**config.mk**
```make
export PLATFORM = sky130hd
export DESIGN_NAME = key_source_arbiter
export DESIGN_NICKNAME = d
export VERILOG_FILES = /design/src/rtl/key_source_arbiter.sv
export SDC_FILE = /design/constraint.sdc
export NUM_CORES = 1
export LEC_CHECK = 0
export CORE_UTILIZATION = 55
export DETAILED_ROUTE_END_ITERATION = 8
export PLACE_DENSITY = 0.84
export SLEW_MARGIN = 20
export SYNTH_ARGS = -nofsm -noshare
export SYNTH_HDL_FRONTEND = slang
export SYNTH_SLANG_ARGS = --single-unit
```
**constraint.sdc**
```tcl
create_clock -name clk_25mhz -period 7.4 [get_ports clk_25mhz]
set_clock_uncertainty 0.05 [all_clocks]
set_input_delay 0.74 -clock clk_25mhz [delete_from_list [all_inputs] [get_ports clk_25mhz]]
set_output_delay 0.74 -clock clk_25mhz [all_outputs]
set_load 0.02 [all_outputs]
```
**src/rtl/key_source_arbiter.sv**
```systemverilog
// Two-source (KB/SC) key-code arbiter feeding a small FWFT FIFO; codes of 0x00 are acked but dropped.
// Latency: a grant in cycle N is visible on out_code/out_valid in cycle N+1 when the FIFO was empty.
// Backpressure: no grant while the FIFO is full; `KEY_SRC_KB_OVERRIDE_EN gives KB strict priority plus SC holdoff.
module key_source_arbiter #(
    parameter int         DEPTH   = 4,
    parameter int         AW      = 2,
    parameter logic [7:0] HOLDOFF = 8'd254
) (
    input  logic          clk_25mhz,
    input  logic          reset_n,
    input  logic          kb_valid,
    input  logic [7:0]    kb_code,
    output logic          kb_ack,
    input  logic          sc_valid,
    input  logic [7:0]    sc_code,
    output logic          sc_ack,
    output logic          out_valid,
    output logic [7:0]    out_code,
    input  logic          out_ready,
    output logic [AW:0]   fifo_count,
    output logic          last_src
);
    localparam logic [AW:0] FULL_C = (AW+1)'(DEPTH);

    logic [7:0]    mem_q [DEPTH];
    logic [AW-1:0] wr_ptr_q, wr_ptr_d, rd_ptr_q, rd_ptr_d;
    logic [AW:0]   count_q, count_d;
    logic          rr_ptr_q, rr_ptr_d;
    logic          last_src_q, last_src_d;
    logic          eligible, kb_win, sc_win, grant, push, pop;
    logic [7:0]    grant_code;

    // Acks are gated by reset so a request held through reset is re-arbitrated after release.
    assign eligible = reset_n & (count_q != FULL_C);

`ifdef KEY_SRC_KB_OVERRIDE_EN
    logic [7:0] holdoff_q, holdoff_d;

    always_comb begin
        kb_win    = eligible & kb_valid;
        sc_win    = eligible & sc_valid & ~kb_valid & (holdoff_q == 8'd0);
        holdoff_d = holdoff_q;
        if (kb_win)
            holdoff_d = HOLDOFF;
        else if (holdoff_q != 8'd0)
            holdoff_d = holdoff_q - 8'd1;
    end

    always_ff @(posedge clk_25mhz or negedge reset_n) begin
        if (!reset_n)
            holdoff_q <= 8'd0;
        else
            holdoff_q <= holdoff_d;
    end
`else
    wire unused_holdoff = ^HOLDOFF;

    always_comb begin
        kb_win = eligible & kb_valid & (~sc_valid | ~rr_ptr_q);
        sc_win = eligible & sc_valid & (~kb_valid | rr_ptr_q);
    end
`endif

    always_comb begin
        grant      = kb_win | sc_win;
        grant_code = kb_win ? kb_code : sc_code;
        push       = grant & (grant_code != 8'h00);
        pop        = (count_q != '0) & out_ready;

        wr_ptr_d   = push ? wr_ptr_q + 1'b1 : wr_ptr_q;
        rd_ptr_d   = pop  ? rd_ptr_q + 1'b1 : rd_ptr_q;
        count_d    = count_q;
        case ({push, pop})
            2'b10:   count_d = count_q + 1'b1;
            2'b01:   count_d = count_q - 1'b1;
            default: count_d = count_q;
        endcase

        rr_ptr_d   = rr_ptr_q;
        last_src_d = last_src_q;
        if (grant) begin
            rr_ptr_d   = kb_win;
            last_src_d = sc_win;
        end
    end

    always_ff @(posedge clk_25mhz or negedge reset_n) begin
        if (!reset_n) begin
            wr_ptr_q   <= '0;
            rd_ptr_q   <= '0;
            count_q    <= '0;
            rr_ptr_q   <= 1'b0;
            last_src_q <= 1'b0;
        end else begin
            wr_ptr_q   <= wr_ptr_d;
            rd_ptr_q   <= rd_ptr_d;
            count_q    <= count_d;
            rr_ptr_q   <= rr_ptr_d;
            last_src_q <= last_src_d;
        end
    end

    // Storage is deliberately left out of reset; only the pointers define validity.
    always_ff @(posedge clk_25mhz) begin
        if (push)
            mem_q[wr_ptr_q] <= grant_code;
    end

    assign kb_ack     = kb_win;
    assign sc_ack     = sc_win;
    assign out_valid  = (count_q != '0);
    assign out_code   = (count_q != '0) ? mem_q[rd_ptr_q] : 8'h00;
    assign fifo_count = count_q;
    assign last_src   = last_src_q;

endmodule

```
==> impl_results.rst, run 1 <==
.. list-table::
   :header-rows: 1

   * - Metric
     - Value
   * - Maximum number of pins on one net before global-route repair
     - 14
   * - Post-synth top flop
     - edfxtp_1
   * - Fraction of final layout cells sized beyond drive strength 1
     - 10.06%
   * - Overall routing resource usage
     - 22.57%
   * - Routability congestion estimate
     - 0.8694
   * - Slowest Stage Delay on Critical Path
     - 0.78 ns
   * - Netlist cell types
     - 27
   * - DRT met1 WL
     - 1504 µm
   * - FF-to-FF Start
     - fifo_count[2]
   * - Placeable Area
     - 3153 µm²
   * - First-pass iteration count of the detailed router
     - 4
   * - Vias
     - 1157
   * - Type of the worst setup path
     - in2out
   * - IO Count
     - 36
   * - Die extent in x
     - 60.36 µm
   * - Drt initial violations
     - 51
   * - Vias per std cell
     - 5.432
   * - Final max-slew violation count
     - 0
   * - Net count reported at finish
     - 196
   * - CTS tree
     - yes
   * - Top cell type by total area after synthesis
     - edfxtp_1
   * - Fraction of synthesized cell area taken by the top area cell type
     - 51.30%
   * - Synth warnings
     - 0
   * - Global-route wire length before repair
     - 5664 µm
   * - Arrival time of the worst setup path
     - 2.94 ns
   * - Post-CTS setup repair buffer count
     - 0
   * - Worst reg2reg endpoint
     - fifo_count[2]
   * - Leading post-synthesis cells by cell area
     - edfxtp_1 51%, dfrtp_1 12%, mux4_2 9.6%
   * - Unrepaired setup endpoints after global routing
     - false
   * - Post-cts repair resize count
     - 0
   * - Synthesis-to-finish area growth
     - 24.58%
   * - Max-cap violation count
     - 0
   * - Cell count after synthesis
     - 131
   * - Category of the worst setup path capture point
     - output pin
   * - Register-to-register setup slack
     - 4.76 ns
   * - Post-Place Cells
     - 206
   * - Worst Setup Start Kind
     - primary input
   * - Clock root cell
     - clkbuf_4
   * - Level count of the clock H-tree
     - 2
   * - Total clock buffers created by CTS
     - 5
   * - Tmin final
     - 3.726 ns
   * - Routed WL per cell
     - 16.53 µm
   * - IR drop worst, VDD
     - 0.2156 mV
   * - Start point of the worst min-delay path
     - last_src
   * - Outcome
     - finished, final reports clean
   * - HPWL after detailed placement
     - 2674 µm
   * - Number of remaining DRC errors
     - 0
   * - Ratio of final minimum period to clock period
     - 50.35%
   * - Syn avg cell area
     - 14.30 µm²
   * - Aggregate negative setup slack
     - 0 ns
   * - Non-filler instance count after layout
     - 213
   * - Met3 routed wirelength
     - 151 µm
   * - Die height
     - 60.36 µm
   * - Number of buffer cells added on primary ports
     - 35
   * - Endpoint of the worst hold path
     - last_src
   * - Number of clock sinks seen by CTS
     - 41
   * - Initial cell density of the core
     - 59.40%
   * - Peak fanout along the critical path
     - 13
   * - Hold buffers post-CTS
     - 0
   * - Site Rows
     - 20
   * - Number of global-route vias before repair
     - 1170
   * - Area of the die
     - 3643 µm²
   * - Top Metal Used
     - met4
   * - Final Total Pwr
     - 0.8764 mW
   * - Slowest cell on crit path
     - clkdlybuf4s50_1
   * - Initial antenna violation count
     - 0
   * - Power Density
     - 375.6 nW/µm²
   * - Final hold violations
     - 0
   * - Netlist area before placement
     - 1873 µm²
   * - Longest Clk Path Bufs
     - 2
   * - Required @ worst endpoint
     - 6.61 ns
   * - Clock-pin slew on the worst setup and hold paths
     - 0.11 ns
   * - Insertion delay to the later sink of the worst-skew pair
     - 0.33 ns
   * - Cell-by-cell listing of the critical path
     - clkdlybuf4s50_1 > and2_1 > nand3_1 > clkinv_1 > clkdlybuf4s50_1
   * - Synthesized net count
     - 158
   * - Most frequent cells in the layout
     - 35 x clkdlybuf4s50_1, 32 x edfxtp_1, 27 x nand2_1, 14 x and2_1, 9 x dfrtp_1
   * - Routed Wire Length
     - 3521 µm
   * - Cell depth of the worst min-delay path
     - 1
   * - Worst r2r path cells
     - 10
   * - Placement Setup Slack
     - 3.644 ns
   * - Kind of path behind the tightest hold check
     - reg2reg
   * - Post-synthesis register bit count
     - 41
   * - Worst Max-Slew Pin Slew
     - 0.5887 ns
   * - Part of the Yosys area used for sequential elements
     - 63.33%
   * - Count of flip-flops with a built-in enable after synthesis
     - 32
   * - Crit-path most repeated cell
     - clkdlybuf4s50_1
   * - Antenna violation net count after detailed routing
     - 0
   * - Leakage power summed over all cells
     - 0.8838 nW
   * - Proportion of register bits with asynchronous set or reset after synthesis
     - 21.95%
   * - Worst max-slew margin expressed relative to the limit
     - 60.75%
   * - Number of filler instances in the final layout
     - 210
   * - Final WS setup
     - 3.674 ns
   * - Util after Layout
     - 74.01%
   * - Remaining Overflow, GRT
     - 0
   * - N_diodes
     - 0
   * - Routed wire length on met2
     - 1799 µm
   * - Most common library cell in the layout ignoring fill and taps
     - clkdlybuf4s50_1
   * - Setup Viol. Count Final
     - 0
   * - Maximum clock frequency
     - 268.4 MHz
==> final cells by class <==
type	count	area (µm²)	area share (%)
clock buffers	5	37.54	1.609
inverters	7	26.28	1.126
flip-flops and latches	41	1186	50.83
multi-input cells	79	643.1	27.56
repair buffers	35	350.3	15.01
clock inverters	2	35.03	1.501
well taps	44	55.05	2.359
==> stage by stage <==
stage | hold slack (ns) | instance area (µm²)
floorplan | 0.3944 | 1873
global placement | 0.4258 | 2261
detailed placement | 0.4210 | 2261
CTS | 0.4525 | 2333
global route | 0.4734 | 2333
finish | 0.4501 | 2333
==> critical path: cells and delay by family <==
| kind | cells | cell delay, ns |
|---|---|---|
| and+or+nand+nor | 2 | 0.50 |
| buffers and inverters | 3 | 1.68 |
==> power by group <==
group          leakage [nW]  switching, mW  internal [mW]
sequential            0.398         0.0497          0.313
combinational         0.445          0.178          0.200
clock                0.0410         0.0668         0.0688
total                 0.884          0.294          0.582
==> cell usage after synthesis, drive strengths merged, types with 2 or more instances <==
cell type,n
buf,2
xnor2,3
o211a,2
or4,2
and2,14
clkbuf,2
nand2,27
ha,5
edfxtp,32
xor2,3
inv,6
dfrtp,9
nand3,2
nor2,2
nor4,2
mux4,8
==> cell families (layout without fill, tap and decap cells) <==
kind of cell / after synthesis / count (layout) / share of synthesized area, %
XOR/XNOR: 6 / 6 / 2.806
AO/OA/AOI/OAI: 5 / 5 / 2.539
buffers and inverters: 11 / 49 / 2.338
AND/OR/NAND/NOR: 52 / 52 / 13.63
flip-flops: 41 / 41 / 63.33
multiplexers: 10 / 10 / 10.95
adder cells (fa/ha/maj): 6 / 6 / 4.409
==> sequential cells by signal, summed over array words and instances, names as in the netlist <==
register,cells
fifo_count,3
mem_q,32
last_src,1
rr_ptr_q,1
rd_ptr_q,2
wr_ptr_q,2
==> how the worst max path moves through the flow <==
stage                           from            end  slack [ns]
after CTS                    reset_n         kb_ack        3.65
after global routing         reset_n         kb_ack        3.44
final                        reset_n         kb_ack        3.67
after global placement       reset_n         kb_ack        3.74
after detailed placement     reset_n  fifo_count[2]        3.64
after floorplan           sc_code[4]  fifo_count[2]        4.52
==> metal layers <==
metal	vias to the layer above	track usage, %
li1	547	-
met1	570	28.05
met2	34	38.46
met3	6	5.757
met4	0	7.973
met5	-	0
Note: power is estimated with default switching activity, not from simulation.
==> run 2: changes to the inputs <==
--- a/config.mk
+++ b/config.mk
@@ -5,9 +5,9 @@
 export SDC_FILE = /design/constraint.sdc
 export NUM_CORES = 1
 export LEC_CHECK = 0
-export CORE_UTILIZATION = 55
+export CORE_UTILIZATION = 51
 export DETAILED_ROUTE_END_ITERATION = 8
-export PLACE_DENSITY = 0.84
+export PLACE_DENSITY = 0.79
 export SLEW_MARGIN = 20
 export SYNTH_ARGS = -nofsm -noshare
 export SYNTH_HDL_FRONTEND = slang
==> constraint.sdc (replaced) <==
create_clock -name clk_25mhz -period 3.8 [get_ports clk_25mhz]
set_clock_uncertainty 0.05 [all_clocks]
set_input_delay 0.38 -clock clk_25mhz [delete_from_list [all_inputs] [get_ports clk_25mhz]]
set_output_delay 0.38 -clock clk_25mhz [all_outputs]
set_load 0.02 [all_outputs]
==> impl_results.rst, run 2 (same netlist as run 1, synthesis figures left out) <==
.. list-table::
   :header-rows: 1

   * - Metric
     - Value
   * - N_diodes
     - 0
   * - Routed Wire Length
     - 3794 µm
   * - Remaining Overflow, GRT
     - 0
   * - IO Count
     - 36
   * - Fraction of final layout cells sized beyond drive strength 1
     - 11.05%
   * - Longest Clk Path Bufs
     - 2
   * - Aggregate negative setup slack
     - 0 ns
   * - Slowest Stage Delay on Critical Path
     - 0.61 ns
   * - Overall routing resource usage
     - 21.90%
   * - Drt initial violations
     - 20
   * - Cell class contributing the biggest share of worst-path delay
     - buffers and inverters
   * - Post-DP Area
     - 2278 µm²
   * - CTS tree
     - yes
   * - Clock root cell
     - clkbuf_4
   * - Site Rows
     - 21
   * - Critical path buffers and inverters
     - 3
   * - Most common library cell in the layout ignoring fill and taps
     - clkdlybuf4s50_1
   * - Final hold violations
     - 0
   * - Most frequent cells in the layout
     - 35 x clkdlybuf4s50_1, 32 x edfxtp_1, 27 x nand2_1, 14 x and2_1, 9 x dfrtp_1
   * - Number of remaining DRC errors
     - 0
   * - Antenna violation net count after detailed routing
     - 0
   * - Cell-by-cell listing of the critical path
     - or3b_1 > nand3_1 > buf_4 > clkinv_1 > clkdlybuf4s50_1
   * - Number of global-route vias before repair
     - 1247
   * - Clock-pin slew on the worst setup and hold paths
     - 0.12 ns
   * - Setup Viol. Count Final
     - 0
   * - Worst max-slew margin expressed relative to the limit
     - 60.36%
   * - Leakage power summed over all cells
     - 0.8974 nW
   * - Level count of the clock H-tree
     - 2
   * - Maximum number of pins on one net before global-route repair
     - 14
   * - Maximum clock frequency
     - 351.5 MHz
   * - IR drop worst, VDD
     - 0.3579 mV
   * - Final max-slew violation count
     - 0
   * - Routability congestion estimate
     - 0.8764
   * - Post-Place Cells
     - 210
   * - Flip-flop count of the largest register, all copies and words added
     - 32
   * - Register bank with the most flops
     - mem_q
   * - Final Total Pwr
     - 1.752 mW
   * - Kind of path behind the tightest hold check
     - in2async
   * - Ratio of final minimum period to clock period
     - 74.88%
   * - Arrival time of the worst setup path
     - 2.42 ns
   * - Max-cap violation count
     - 0
   * - Vias
     - 1176
   * - Vias per std cell
     - 5.394
   * - Peak fanout along the critical path
     - 10
   * - HPWL after detailed placement
     - 2814 µm
   * - Required @ worst endpoint
     - 3.37 ns
   * - Hold buffers post-CTS
     - 0
   * - Category of the worst setup path capture point
     - output pin
   * - Die extent in x
     - 62.60 µm
   * - Post-cts repair resize count
     - 0
   * - Non-filler instance count after layout
     - 218
   * - Die height
     - 62.60 µm
   * - Final instance area
     - 2364 µm²
   * - Post-CTS setup repair buffer count
     - 0
   * - Number of clock sinks seen by CTS
     - 41
   * - Slowest cell on crit path
     - clkdlybuf4s50_1
   * - Outcome
     - finished, final reports clean
   * - Total clock buffers created by CTS
     - 5
   * - Initial antenna violation count
     - 0
   * - Number of filler instances in the final layout
     - 254
   * - Insertion delay to the later sink of the worst-skew pair
     - 0.34 ns
   * - Worst Setup Start Kind
     - flop
   * - Power Density
     - 741.4 nW/µm²
   * - Net count reported at finish
     - 198
   * - Register-to-register setup slack
     - 1.18 ns
   * - Unrepaired setup endpoints after global routing
     - false
   * - Number of buffer cells added on primary ports
     - 35
   * - First-pass iteration count of the detailed router
     - 4
   * - Global-route wire length before repair
     - 6120 µm
   * - Worst Max-Slew Pin Slew
     - 0.5946 ns
   * - Routed WL per cell
     - 17.40 µm
   * - Area of the die
     - 3919 µm²
   * - Register area
     - 1186 µm²
   * - Type of the worst setup path
     - reg2out
   * - Multi-input gate area in the final layout
     - 643.1 µm²
   * - Placeable Area
     - 3416 µm²
   * - Synthesis-to-finish area growth
     - 26.19%
   * - Tmin final
     - 2.845 ns
   * - Initial cell density of the core
     - 54.84%
-- run 2: changes by cell type in the layout (fill, tap and decap cells not counted) --
| cell | before | now |
|---|---|---|
| buf_4 | 0 | 2 |
| clkbuf_1 | 0 | 1 |
| clkbuf_8 | 0 | 1 |
| clkinv_2 | 1 | 0 |
-- run 2: final cells by class --
class / instances / area share (%)
inverter: 7 / 1.112
sequential: 41 / 50.19
clock buffer: 7 / 2.329
timing repair buffer: 37 / 15.46
tap: 46 / 2.435
clock inverter: 1 / 1.271
multi-input combinational: 79 / 27.21
-- run 2: per-stage QoR --
step | utilization [%] | hold slack, ns | setup slack [ns]
3_5_place_dp | 66.70 | 0.4394 | 0.6759
6_report | 69.19 | 0.2607 | 0.9547
5_1_grt | 69.19 | 0.2507 | 0.8221
2_1_floorplan | - | 0.03441 | 1.281
4_1_cts | 69.19 | 0.2516 | 0.9519
3_3_place_gp | 66.70 | 0.4141 | 0.7644
-- run 2: per-layer routing --
layer  track usage (%)  vias up  share of wire, %
li1                  -      550                 -
met1             24.81      586                40
met2             37.91       35                54
met3             6.387        5               3.8
met4             10.17        0               1.6
met5                 0        -                 0
-- run 2: final timing paths --
path | startpoint | endpoint | cells past startpoint
max | fifo_count[0] | kb_ack | 5
min | reset_n | rd_ptr_q[1] | 2
max reg2reg | fifo_count[0] | fifo_count[2] | 10
min reg2reg | last_src | last_src | 1
max in group asynchronous | reset_n | wr_ptr_q[1] | 2
min in group clk_25mhz | last_src | last_src | 1
-- run 2: power breakdown --
| part | total, mW | switching (mW) | leakage, nW | internal [mW] |
|---|---|---|---|---|
| Clock | 0.289 | 0.132 | 0.0455 | 0.157 |
| Combinational | 0.749 | 0.357 | 0.454 | 0.393 |
| Sequential | 0.714 | 0.103 | 0.398 | 0.610 |
| Total | 1.75 | 0.592 | 0.897 | 1.16 |
==> run 3: changes to the inputs <==
==> constraint.sdc (replaced) <==
create_clock -name clk_25mhz -period 2.9 [get_ports clk_25mhz]
set_clock_uncertainty 0.05 [all_clocks]
set_input_delay 0.29 -clock clk_25mhz [delete_from_list [all_inputs] [get_ports clk_25mhz]]
set_output_delay 0.29 -clock clk_25mhz [all_outputs]
set_load 0.02 [all_outputs]
==> impl_results.rst, run 3 (same netlist as run 1, synthesis figures left out) <==
.. list-table::
   :header-rows: 1

   * - Metric
     - Value
   * - Outcome
     - finished, final reports clean
   * - Number of filler instances in the final layout
     - 252
   * - Peak fanout along the critical path
     - 6
   * - Routability congestion estimate
     - 0.8517
   * - Most frequent cells in the layout
     - 34 x clkdlybuf4s50_1, 32 x edfxtp_1, 27 x nand2_1, 14 x and2_1, 9 x dfrtp_1
   * - Type of the worst setup path
     - reg2out
   * - Number of clock sinks seen by CTS
     - 41
   * - Unrepaired setup endpoints after global routing
     - false
   * - Hold WS
     - 0.2152 ns
   * - Final max-slew violation count
     - 0
   * - Category of the worst setup path capture point
     - output pin
   * - Global-route wire length before repair
     - 6223 µm
   * - Fraction of power consumed by the clock network
     - 15.6%
   * - Antenna violation net count after detailed routing
     - 0
   * - Drt initial violations
     - 19
   * - Reg power frac
     - 40.2%
   * - Aggregate negative setup slack
     - 0 ns
   * - Internal cell power
     - 1.509 mW
   * - Synthesis-to-finish area growth
     - 27.05%
   * - Tmin final
     - 2.743 ns
   * - Net count reported at finish
     - 201
   * - Number of remaining DRC errors
     - 0
   * - Routed WL per cell
     - 17.61 µm
   * - Proportion of power drawn by combinational gates
     - 44.2%
   * - Overall routing resource usage
     - 22.05%
   * - Worst Max-Slew Pin Slew
     - 0.4727 ns
   * - Total clock buffers created by CTS
     - 5
   * - Maximum clock frequency
     - 364.5 MHz
   * - Die extent in x
     - 62.60 µm
   * - Setup Viol. Count Final
     - 0
   * - FF-to-FF Start
     - fifo_count[0]
   * - Clock root cell
     - clkbuf_4
   * - Worst max-slew margin expressed relative to the limit
     - 68.49%
   * - Arrival time of the worst setup path
     - 2.40 ns
   * - Insertion delay to the later sink of the worst-skew pair
     - 0.34 ns
   * - CTS tree
     - yes
   * - Required @ worst endpoint
     - 2.56 ns
   * - Most common library cell in the layout ignoring fill and taps
     - clkdlybuf4s50_1
   * - Kind of path behind the tightest hold check
     - in2async
   * - Initial cell density of the core
     - 54.84%
   * - Level count of the clock H-tree
     - 2
   * - Vias
     - 1196
   * - IO Count
     - 36
   * - Number of global-route vias before repair
     - 1257
   * - Leakage power summed over all cells
     - 0.9244 nW
   * - Vias per std cell
     - 5.412
   * - Area of the die
     - 3919 µm²
   * - Switching power as a share of total power
     - 34.01%
   * - Register-to-register setup slack
     - 0.32 ns
   * - Max-cap violation count
     - 0
   * - Ratio of final minimum period to clock period
     - 94.60%
   * - Site Rows
     - 21
   * - Final hold violations
     - 0
   * - Flip-flop count of the largest register, all copies and words added
     - 32
   * - Placeable Area
     - 3416 µm²
   * - Power Density
     - 960.6 nW/µm²
   * - Initial antenna violation count
     - 0
   * - Clock-pin slew on the worst setup and hold paths
     - 0.12 ns
   * - Worst reg2reg endpoint
     - fifo_count[2]
   * - Switching pwr
     - 0.7774 mW
   * - N_diodes
     - 0
   * - IR drop worst, VDD
     - 0.5321 mV
   * - Hold buffers post-CTS
     - 0
   * - Register bank with the most flops
     - mem_q
   * - HPWL after detailed placement
     - 2862 µm
   * - Fraction of final layout cells sized beyond drive strength 1
     - 12.57%
   * - Number of buffer cells added on primary ports
     - 35
   * - Maximum number of pins on one net before global-route repair
     - 14
   * - Routed Wire Length
     - 3892 µm
   * - First-pass iteration count of the detailed router
     - 4
   * - Longest Clk Path Bufs
     - 2
   * - Die height
     - 62.60 µm
   * - Remaining Overflow, GRT
     - 0
   * - Worst r2r path cells
     - 10
   * - Worst Setup Start Kind
     - flop
run 3: cell count changes in the layout (fill, tap and decap cells not counted):
| cell | before | now |
|---|---|---|
| clkinv_2 | 0 | 1 |
| dlymetal6s2s_1 | 0 | 1 |
| buf_4 | 2 | 5 |
| clkdlybuf4s50_1 | 35 | 34 |
| clkbuf_8 | 1 | 0 |
run 3: worst max path at each step:
stage | start | endpoint | slack (ns) | depth (start not counted)
2_1_floorplan | fifo_count[0] | fifo_count[2] | 0.38 | 10
3_3_place_gp | sc_code[4] | fifo_count[2] | 0.02 | 11
3_5_place_dp | sc_code[4] | fifo_count[2] | 0.006 | 11
4_1_cts | fifo_count[0] | kb_ack | 0.13 | 5
5_1_grt | rd_ptr_q[0] | out_code[5] | 0.06 | 4
6_report | rd_ptr_q[0] | out_code[5] | 0.16 | 4
run 3: area by class of cell:
type / count / area (µm²) / share of cell area [%]
flip-flops and latches: 41 / 1186 / 49.84
well taps: 46 / 57.56 / 2.419
inverters: 7 / 26.28 / 1.104
clock buffers: 6 / 41.29 / 1.735
clock inverters: 2 / 35.03 / 1.472
multi-input cells: 79 / 643.1 / 27.02
repair buffers: 40 / 390.4 / 16.40
run 3: metrics by stage:
step           instances  util, %  power [mW]  cell area (µm²)  setup WS (ns)
6_report             221    69.67       2.286             2380         0.1565
4_1_cts              221    69.60       2.301             2377         0.1301
5_1_grt              221    69.67       2.420             2380        0.06283
2_1_floorplan        131        -       1.526             1873         0.3810
3_5_place_dp         213    67.36       1.948             2301       0.006351
3_3_place_gp         213    67.36       1.905             2301        0.02450
run 3: repair_timing:
| item | CTS | global route |
|---|---|---|
| gates resized for setup | 0 | 1 |
| endpoints found under the setup margin | 0 | 1 |
| buffers inserted | 0 | 0 |
run 3: layer usage:
layer / vias up / share of wire, % / global-route usage (%)
met3: 8 / 4.6 / 5.839
met2: 38 / 56 / 39.67
met1: 594 / 38 / 25.06
met5: - / 0 / 0
li1: 556 / - / -
met4: 0 / 2.0 / 7.849
run 3: critical path, cell delays in order, from the launching register on:
cell,delay (ns)
dfrtp_1,0.59
buf_4,0.24
mux4_2,0.51
and2_1,0.17
clkdlybuf4s50_1,0.53
run 3: power by group through the flow:
stage          clock [mW]  sequential, mW  combinational [mW]
5_1_grt             0.386           0.935                1.10
3_5_place_dp            0           0.930                1.02
2_1_floorplan           0           0.897               0.629
3_3_place_gp            0           0.918               0.987
6_report            0.356           0.919                1.01
4_1_cts             0.357           0.918                1.03
